### src/rtl/updn_counter.sv
// Up/down modulo counter with load, cascade enable, terminal count and wrap pulse.
// Optional macro UPDN_COUNTER_OE_EN adds an active-low output enable (OEn) on Q.
module updn_counter #(
    parameter int WIDTH    = 4,
    parameter int MODULUS  = 2 ** WIDTH,
    parameter int SATURATE = 0
) (
    input  logic             C,
    input  logic             R,
    input  logic             LDn,
    input  logic [WIDTH-1:0] D,
    input  logic             EN,
    input  logic             CI,
    input  logic             UP,
`ifdef UPDN_COUNTER_OE_EN
    input  logic             OEn,
`endif
    output logic [WIDTH-1:0] Q,
    output logic             TC,
    output logic             WRAP
);

    // One extra bit so MODULUS = 2**WIDTH is representable.
    localparam logic [WIDTH:0] MOD_W = (WIDTH+1)'(MODULUS);
    localparam logic [WIDTH:0] MAX_W = (WIDTH+1)'(MODULUS - 1);

    logic [WIDTH-1:0] q_q, q_d;
    logic             wrap_q, wrap_d;
    logic [WIDTH:0]   q_ext, d_ext, inc_ext, dec_ext;
    logic             at_max, at_zero;

    assign q_ext   = {1'b0, q_q};
    assign d_ext   = {1'b0, D};
    assign inc_ext = q_ext + 1'b1;
    assign dec_ext = q_ext - 1'b1;
    assign at_max  = (q_ext == MAX_W);
    assign at_zero = (q_ext == '0);

    always_comb begin
        q_d    = q_q;
        wrap_d = 1'b0;
        if (!LDn) begin
            q_d = (d_ext >= MOD_W) ? MAX_W[WIDTH-1:0] : D;
        end else if (EN && CI) begin
            if (UP) begin
                if (!at_max) begin
                    q_d = inc_ext[WIDTH-1:0];
                end else if (SATURATE == 0) begin
                    q_d    = '0;
                    wrap_d = 1'b1;
                end
            end else begin
                if (!at_zero) begin
                    q_d = dec_ext[WIDTH-1:0];
                end else if (SATURATE == 0) begin
                    q_d    = MAX_W[WIDTH-1:0];
                    wrap_d = 1'b1;
                end
            end
        end
    end

    always_ff @(posedge C or posedge R) begin
        if (R) begin
            q_q    <= '0;
            wrap_q <= 1'b0;
        end else begin
            q_q    <= q_d;
            wrap_q <= wrap_d;
        end
    end

    // Combinational so the next stage's CI sees it in the same cycle.
    assign TC   = EN & CI & (UP ? at_max : at_zero);
    assign WRAP = wrap_q;

`ifdef UPDN_COUNTER_OE_EN
    assign Q = OEn ? {WIDTH{1'bz}} : q_q;
`else
    assign Q = q_q;
`endif

endmodule

### config.mk
export PLATFORM = sky130hd
export DESIGN_NAME = updn_counter
export DESIGN_NICKNAME = d
export VERILOG_FILES = /design/src/rtl/updn_counter.sv
export SDC_FILE = /design/constraint.sdc
export NUM_CORES = 1
export LEC_CHECK = 0
export CORE_AREA = 2 2 39 41
export CTS_BUF_LIST = sky130_fd_sc_hd__clkbuf_4
export CTS_CLUSTER_SIZE = 24
export DETAILED_ROUTE_END_ITERATION = 7
export DIE_AREA = 0 0 41 43
export HOLD_SLACK_MARGIN = 0.15
export PLACE_DENSITY_LB_ADDON = 0.12
export SYNTH_ARGS = -nofsm -noshare
export SYNTH_HDL_FRONTEND = slang
export SYNTH_SLANG_ARGS = --single-unit
### constraint.sdc
create_clock -name C -period 1.9 [get_ports C]
set_clock_uncertainty 0.2 [all_clocks]
set_input_delay 0.38 -clock C [delete_from_list [all_inputs] [get_ports C]]
set_output_delay 0.38 -clock C [all_outputs]
set_load 0.01 [all_outputs]
* Word-level counts from Yosys, hierarchy flattened *
Cells that the tools add are included.

word-level totals
  register bits = 5
  input port bits = 10
  output and inout bits = 6
  word-level logic and storage cells = 23

cells by class
  add/subtract/negate cells = 2
  magnitude comparators = 1
  eq/ne operators = 2
  multiplexer cells = 12
  bitwise logic cells = 2
  reductions and logical operators = 2

operators by type and width
  cell                   count
  $mux W4                6
  $mux W1                6
  $ge A4 B5 Y1 const B   1
  $logic_not A5 Y1       1
  $add A4 B1 Y4 const B  1
  $eq A4 B4 Y1 const B   1
  $sub A4 B1 Y4 const B  1
  $and A1 B1 Y1          2
  $ne A2 B1 Y1 const B   1
  $logic_and A1 B1 Y1    1

* Logic depth before layout (Yosys ltp) *
Gate-level depths: netlist (run 1).

  word-level depth = 5
  gate-level depth with buffers = 7

* Worst setup path before layout (run 1) *
OpenSTA, ideal clock, no wires.

  path kind = reg2out
  start = reg q_q[0], in the netlist Q[0]
  end = out TC
  arrival = 1.564 ns
  required time = 1.320 ns
  slack = -0.244 ns
  stages on the path, launching flop included = 7
  path through = dfrtp_1 > clkbuf_1 > inv_1 > ha_1 > or3b_1 > or2_1 > a21oi_2

on the way
  cells in the longest elaborated chain, start to end = 3
  elaborated cells between the ends (all ways) = 4

RTL lines
  element                                           line    source
  start, declared                                   27      logic [WIDTH-1:0] q_q, q_d;
  start signal, assigned                            68      q_q <= q_d;
  $eq A4 B4 Y1 or $logic_not A5 Y1 (tied branches)  36, 37
  $mux W1 (*)                                       74      assign TC = EN & CI & (UP ? at_max : at_zero);
  $and A1 B1 Y1 (*)                                 74
  end, declared                                     19      output logic TC,

Mark *: on every way between the ends. The rest lies on a longest branch, timed or not.

* Worst setup path in the final report (run 1) *
Ends and elaborated chain as after synthesis.

==> flow_summary_export.csv, run 1 <==
group,metric,value,unit
run_status,status,"finished, violations left",
run_status,violations,"setup timing",
floorplanning,initial_utilization,28.57,%
power,p_clk_share,32.2,%
layout,seq_area,125.1,um2
drt,drt_iter0_markers,4,
critical_path,r2r_end,"Q[3]",
global_route,grt_pass1_wl,1669,um
critical_path,arrival,1.69,ns
critical_path,crit_required,1.32,ns
layout,fin_nets,86,
placed_design,placed_cells,82,
cts,path_clk_slew,0.04,ns
worst_hold_path,hp-start,"D[3]",
critical_path,critPathBufInv,2,
placed_design,port_buffers,15,
layout,diodes,0,
critical_path,cp_slowest_stage_delay,0.40,ns
power,p_sw_share,29.19,%
synthesis,yosysSeqAreaShare,31.65,%
drt,wl,1030,um
cts,cts.sinks,5,
cts,cts_htree_levels,1,
critical_path,reg2reg_slack,0.13,ns
power,seq_power_share,29.5,%
floorplanning,rows,14,
cts,worstSkewPairLatency,0.24,ns
cts,cts_tree,"done",
drt,dr_total_vias,440,
floorplanning,core_area,1384,um2
critical_path,r2r_start,"Q[1]",
floorplanning,die-area,1763,um2
global_route,grt_max_degree,10,
critical_path,worstSetupStartpointType,"flip-flop",
drt,drcViolationCount,0,
drt,wl_per_cell,11.57,um
sta,tightest_slew,0.3034,ns
sta,fmaxAchievable,0.4408,GHz
synthesis,synth.distinct_cells,27,
synthesis,ys_seq_elements,5,
cts,cts.path.max_buffers,2,
layout,fillerInstances,155,
global_route,grt_overflow,0,
power,p_sw,0.1232,mW
floorplanning,pin_count,16,
layout,layout_common_cells,"clkdlybuf4s50_1 (10), buf_4 (8), a21oi_1 (6), dfrtp_1 (5)",
cts,root_buffer,"clkbuf_4",
sta,fin_ws,-0.3685,ns
global_route,antenna_found_initial,0,
sta,hold_violations,0,
worst_hold_path,min_to,"Q[3]",
global_route,track_usage,13.98,%
synthesis,synthesis.nets,61,
synthesis,synthCells,49,
synthesis,yosys_most_used_dff,"dfrtp_1",
cts,cts_made_buffers,3,
synthesis,synth_edf_count,0,
worst_hold_path,whs_path_depth,3,
sta,finalSetupViolCount,1,
power,ir_worst_vdd,0.0003904,V
global_route,grt_pass1_vias,413,
sta,fin_crit_sh,119.4,%
drt,ant_nets,0,
placed_design,dp_hpwl,773.2,um
drt,drt_pre_antenna_iters,3,
power,p_leak,0.3207,nW
floorplanning,die_height,43,um
critical_path,crit_type,"flip-flop to output pin",
synthesis,yosys_warnings,0,
critical_path,path_cells,"inv_4 -> ha_4 -> or3b_1 -> or2_1 -> a21oi_2 -> buf_2",
placed_design,gp_congestion,0.7494,
layout,multi_input_area,242.7,um2
synthesis,synth_area_per_cell,8.069,um2
sta,period_minus_slack,2.268,ns
synthesis,synth_area,395.4,um2
critical_path,endpoint_kind,"output pin",
sta,fin_tns_setup,-0.3685,ns
layout,area_growth,68.04,%
layout,layout-drive-gt1-share,26.03,%
sta,maxSlewViolCount,0,
flow_run,maxCapViolCount,0,
floorplanning,die_w,41,um
critical_path,path_max_fanout,2,
synthesis,synthArstFlopShare,100.0,%
layout,fin_cells,89,
drt,vias_per_cell,4.944,
power,internal_power,0.2987,mW
critical_path,ff2ff_path_depth,8,
worst_hold_path,min_path_type,"input port to flip-flop",
critical_path,crit_family,"simple AND/OR/NAND/NOR gates",
critical_path,slowest_stage,"dfrtp_1",
power,powerDensity,635.0,nW/um2
sta,rsz0062_at_grt,"yes",
layout,mostFrequentLayoutCell,"clkdlybuf4s50_1",
power,combPwrFrac,38.3,%
sta,slew_headroom,79.71,%
sequential cells by signal, summed over array words and instances (netlist names):
| signal | count |
|---|---|
| WRAP | 1 |
| Q | 4 |
routing by layer:
layer	vias to the layer above	GRT usage, %	routed length, um
met2	21	20.31	497
li1	216	-	-
met5	-	0	0
met1	203	18.12	451
met3	0	6.806	81
met4	0	3.333	0
area by class of cell:
| type | instances | area share (%) |
|---|---|---|
| well taps | 16 | 3.013 |
| repair buffers | 24 | 33.33 |
| inverters | 6 | 3.766 |
| clock buffers | 4 | 4.520 |
| multi-input cells | 34 | 36.53 |
| flip-flops and latches | 5 | 18.83 |
tightest hold or removal path, stage by stage:
cell             delay (ns)
clkdlybuf4s50_1        0.39
inv_1                  0.06
o22ai_2                0.06
power by group through the flow:
stage / clock (mW) / combinational, mW / sequential [mW]
detailed placement: 0 / 0.155 / 0.126
finish: 0.136 / 0.162 / 0.124
global route: 0.150 / 0.179 / 0.126
global placement: 0 / 0.155 / 0.126
floorplan: 0 / 0.0828 / 0.134
CTS: 0.139 / 0.162 / 0.125
per-stage QoR:
step / total power, mW / setup slack [ns] / util, % / cell area, um2 / hold slack [ns]
floorplan: 0.2172 / -0.1825 / - / 420.4 / -0.04148
global placement: 0.2811 / -0.7685 / 43.49 / 601.8 / 0.3938
detailed placement: 0.2813 / -0.7823 / 43.49 / 601.8 / 0.3971
CTS: 0.4258 / -0.3968 / 47.02 / 650.6 / 0.4932
global route: 0.4544 / -0.4590 / 48.01 / 664.4 / 0.5189
finish: 0.4219 / -0.3685 / 48.01 / 664.4 / 0.5038
what timing repair did:
action,in CTS,in global routing
hold buffers,1,0
pin swaps,3,1
endpoints found under the setup margin,2,5
buffers inserted,2,0
hold endpoints to repair,5,0
gates resized for setup,6,4
cloned,0,0
synthesized netlist by cell type, types with 2 or more instances:
| cell type | number | area share (%) |
|---|---|---|
| a21oi_1 | 6 | 7.6 |
| inv_1 | 6 | 5.7 |
| dfrtp_1 | 5 | 32 |
| nor2_1 | 4 | 3.8 |
| and2_1 | 2 | 3.2 |
| ha_1 | 2 | 6.3 |
| nand2_1 | 2 | 1.9 |
| o21ai_0 | 2 | 2.5 |
| o22ai_1 | 2 | 3.2 |
worst max-delay path by stage:
stage / startpoint / to / slack [ns] / depth (start not counted)
floorplan: Q[0] / TC / -0.18 / 6
global placement: UP / TC / -0.77 / 5
detailed placement: UP / TC / -0.78 / 5
CTS: Q[0] / TC / -0.40 / 6
global route: Q[0] / TC / -0.46 / 6
finish: Q[0] / TC / -0.37 / 6
kinds of logic (layout without fill, tap and decap cells):
group	Yosys count	in the layout	synth area share [%]
adders and majority gates	2	2	6.328
buffers and inverters	10	34	11.71
and+or+nand+nor	13	13	17.72
AOI/OAI and AO/OA	16	16	25.64
muxes	1	1	2.532
DFF	5	5	31.65
xor gates and xnor gates	2	2	4.431
(Power assumes the default switching activity.)
==> run 2, diff against run 1 <==
--- a/config.mk
+++ b/config.mk
@@ -12,6 +12,7 @@
 export DIE_AREA = 0 0 41 43
 export HOLD_SLACK_MARGIN = 0.15
 export PLACE_DENSITY_LB_ADDON = 0.12
+export SLEW_MARGIN = 20
 export SYNTH_ARGS = -nofsm -noshare
 export SYNTH_HDL_FRONTEND = slang
 export SYNTH_SLANG_ARGS = --single-unit
==> constraint.sdc (replaced) <==
create_clock -name C -period 1.9 [get_ports C]
set_clock_uncertainty 0.2 [all_clocks]
set_input_delay 0.57 -clock C [delete_from_list [all_inputs] [get_ports C]]
set_output_delay 0.57 -clock C [all_outputs]
set_load 0.01 [all_outputs]
==> run 2 against run 1 <==
Against the previous run:
- the run still ends with setup timing left
- first-iteration DRC count grew 130%
- combinational power shrank 4%
- sequential share of layout area grew 0.51 points
- non-clock buffer count is the same
- clock-buffer cell count is the same
- register-to-register slack lost 0.02 ns
- total power shrank 2.0%
- global-route usage grew 0.086 points
- cell count is the same
- worst hold slack lost 0.17 ns
==> flow_summary_export.csv, run 2 (synthesized netlist as in run 1, its figures left out) <==
group,metric,value,unit
cts,path_clk_slew,0.04,ns
floorplanning,core_area,1384,um2
layout,largest_reg_flops,4,
placed_design,place_ws,-1.163,ns
floorplanning,die_height,43,um
global_route,grt_max_degree,10,
critical_path,arrival,1.67,ns
sta,rsz0062_at_grt,"yes",
run_status,status,"finished, violations left",
run_status,violations,"setup timing",
critical_path,crit_type,"flip-flop to output pin",
placed_design,place_area,601.8,um2
global_route,antenna_found_initial,0,
layout,multi_input_area,236.5,um2
placed_design,gp_congestion,0.7495,
layout,fin_nets,86,
drt,dr_total_vias,431,
placed_design,dp_hpwl,766.6,um
floorplanning,pin_count,16,
sta,period_minus_slack,2.443,ns
global_route,track_usage,14.07,%
layout,layout_common_cells,"buf_4 (9), clkdlybuf4s50_1 (8), a21oi_1 (6), dfrtp_1 (5)",
global_route,grt_overflow,0,
floorplanning,die-area,1763,um2
critical_path,worstSetupStartpointType,"flip-flop",
sta,maxSlewViolCount,0,
floorplanning,die_w,41,um
placed_design,port_buffers,15,
flow_run,maxCapViolCount,0,
drt,ant_nets,0,
power,ir_worst_vdd,0.0003284,V
critical_path,slowest_stage,"dfrtp_1",
cts,cts_made_buffers,3,
sta,fin_ws,-0.5433,ns
global_route,grt_pass1_wl,1669,um
sta,fin_crit_sh,128.6,%
global_route,grt_pass1_vias,375,
layout,area_growth,63.61,%
cts,cts_tree,"done",
sta,finalSetupViolCount,1,
layout,seq_area,125.1,um2
critical_path,endpoint_kind,"output pin",
drt,drt_pre_antenna_iters,4,
drt,vias_per_cell,4.843,
layout,layout-drive-gt1-share,27.40,%
layout,fillerInstances,156,
layout,mostFrequentLayoutCell,"buf_4",
drt,wl,1033,um
sta,tightest_slew,0.3084,ns
cts,cts_htree_levels,1,
layout,diodes,0,
cts,worstSkewPairLatency,0.24,ns
sta,fin_tns_setup,-0.5433,ns
critical_path,cp_slowest_stage_delay,0.40,ns
power,power,0.4135,mW
worst_hold_path,min_path_type,"input port to asynchronous set/reset pin",
floorplanning,rows,14,
sta,hold_violations,0,
cts,cts.sinks,5,
cts,root_buffer,"clkbuf_4",
layout,final_area,646.9,um2
sta,fmaxAchievable,0.4093,GHz
critical_path,path_cells,"inv_4 -> ha_4 -> or3b_1 -> or2_1 -> a21oi_2 -> buf_2",
critical_path,path_max_fanout,2,
sta,hold-worst-slack,0.3316,ns
floorplanning,initial_utilization,28.57,%
cts,cts.path.max_buffers,2,
drt,drt_iter0_markers,9,
power,p_leak,0.3217,nW
drt,drcViolationCount,0,
drt,wl_per_cell,11.61,um
critical_path,crit_required,1.13,ns
sta,slew_headroom,79.15,%
power,powerDensity,639.3,nW/um2
## run 2: changes by cell type in the layout (fill, tap and decap cells not counted)
cell,before,now
clkdlybuf4s15_1,0,1
buf_2,1,2
o22ai_1,1,2
buf_4,8,9
dlymetal6s2s_1,3,2
dlygate4sd2_1,1,2
dlygate4sd3_1,1,0
o22ai_2,1,0
clkdlybuf4s50_1,10,8
## run 2: power by group
group	total [mW]	switching [mW]	internal, mW
Combinational	0.156	0.0725	0.0832
Sequential	0.124	0.00749	0.117
Clock	0.134	0.0403	0.0934
Total	0.414	0.120	0.293
## run 2: final timing paths
kind	startpoint	end	slack, ns	cells after the start
worst max register to register	Q[0]	WRAP	0.11	7
min in group C	Q[2]	Q[2]	0.54	3
worst min-delay path	R	Q[1]	0.33	2
worst min register to register	Q[2]	Q[2]	0.54	3
max in group asynchronous	R	Q[3]	0.99	2
worst max-delay path	Q[0]	TC	-0.54	6
## run 2: critical path, delay by kind of cell (launching register included)
kind,cells,cell delay (ns)
AOI/OAI and AO/OA,1,0.13
adders and majority gates,1,0.13
buffers and inverters,2,0.21
DFF,1,0.40
and+or+nand+nor,2,0.57
## run 2: through the flow
stage	utilization (%)	std cells
after floorplan	-	49
after global placement	43.49	82
after detailed placement	43.49	82
after CTS	45.84	88
after global routing	46.75	89
final	46.75	89
## run 2: area by class of cell
| class | instances | share of cell area (%) |
|---|---|---|
| well taps | 16 | 3.095 |
| repair buffers | 24 | 32.50 |
| inverters | 6 | 3.868 |
| clock buffers | 4 | 4.642 |
| flip-flops and latches | 5 | 19.34 |
| multi-input cells | 34 | 36.56 |
## run 2: per-layer routing
metal | GRT usage (%) | part of all wire, % | vias to the layer above
met5 | 0 | 0 | -
li1 | - | - | 217
met3 | 6.283 | 6.0 | 0
met1 | 18.71 | 46 | 198
met4 | 2.000 | 0 | 0
met2 | 20.94 | 48 | 16
## run 2: what timing repair did
| item | 4_1_cts | 5_1_grt |
|---|---|---|
| endpoints found under the setup margin | 6 | 3 |
| hold buffers | 0 | 0 |
| buffers inserted | 2 | 1 |
| gates resized for setup | 13 | 2 |
| cloned | 0 | 0 |
| pin swaps | 4 | 1 |
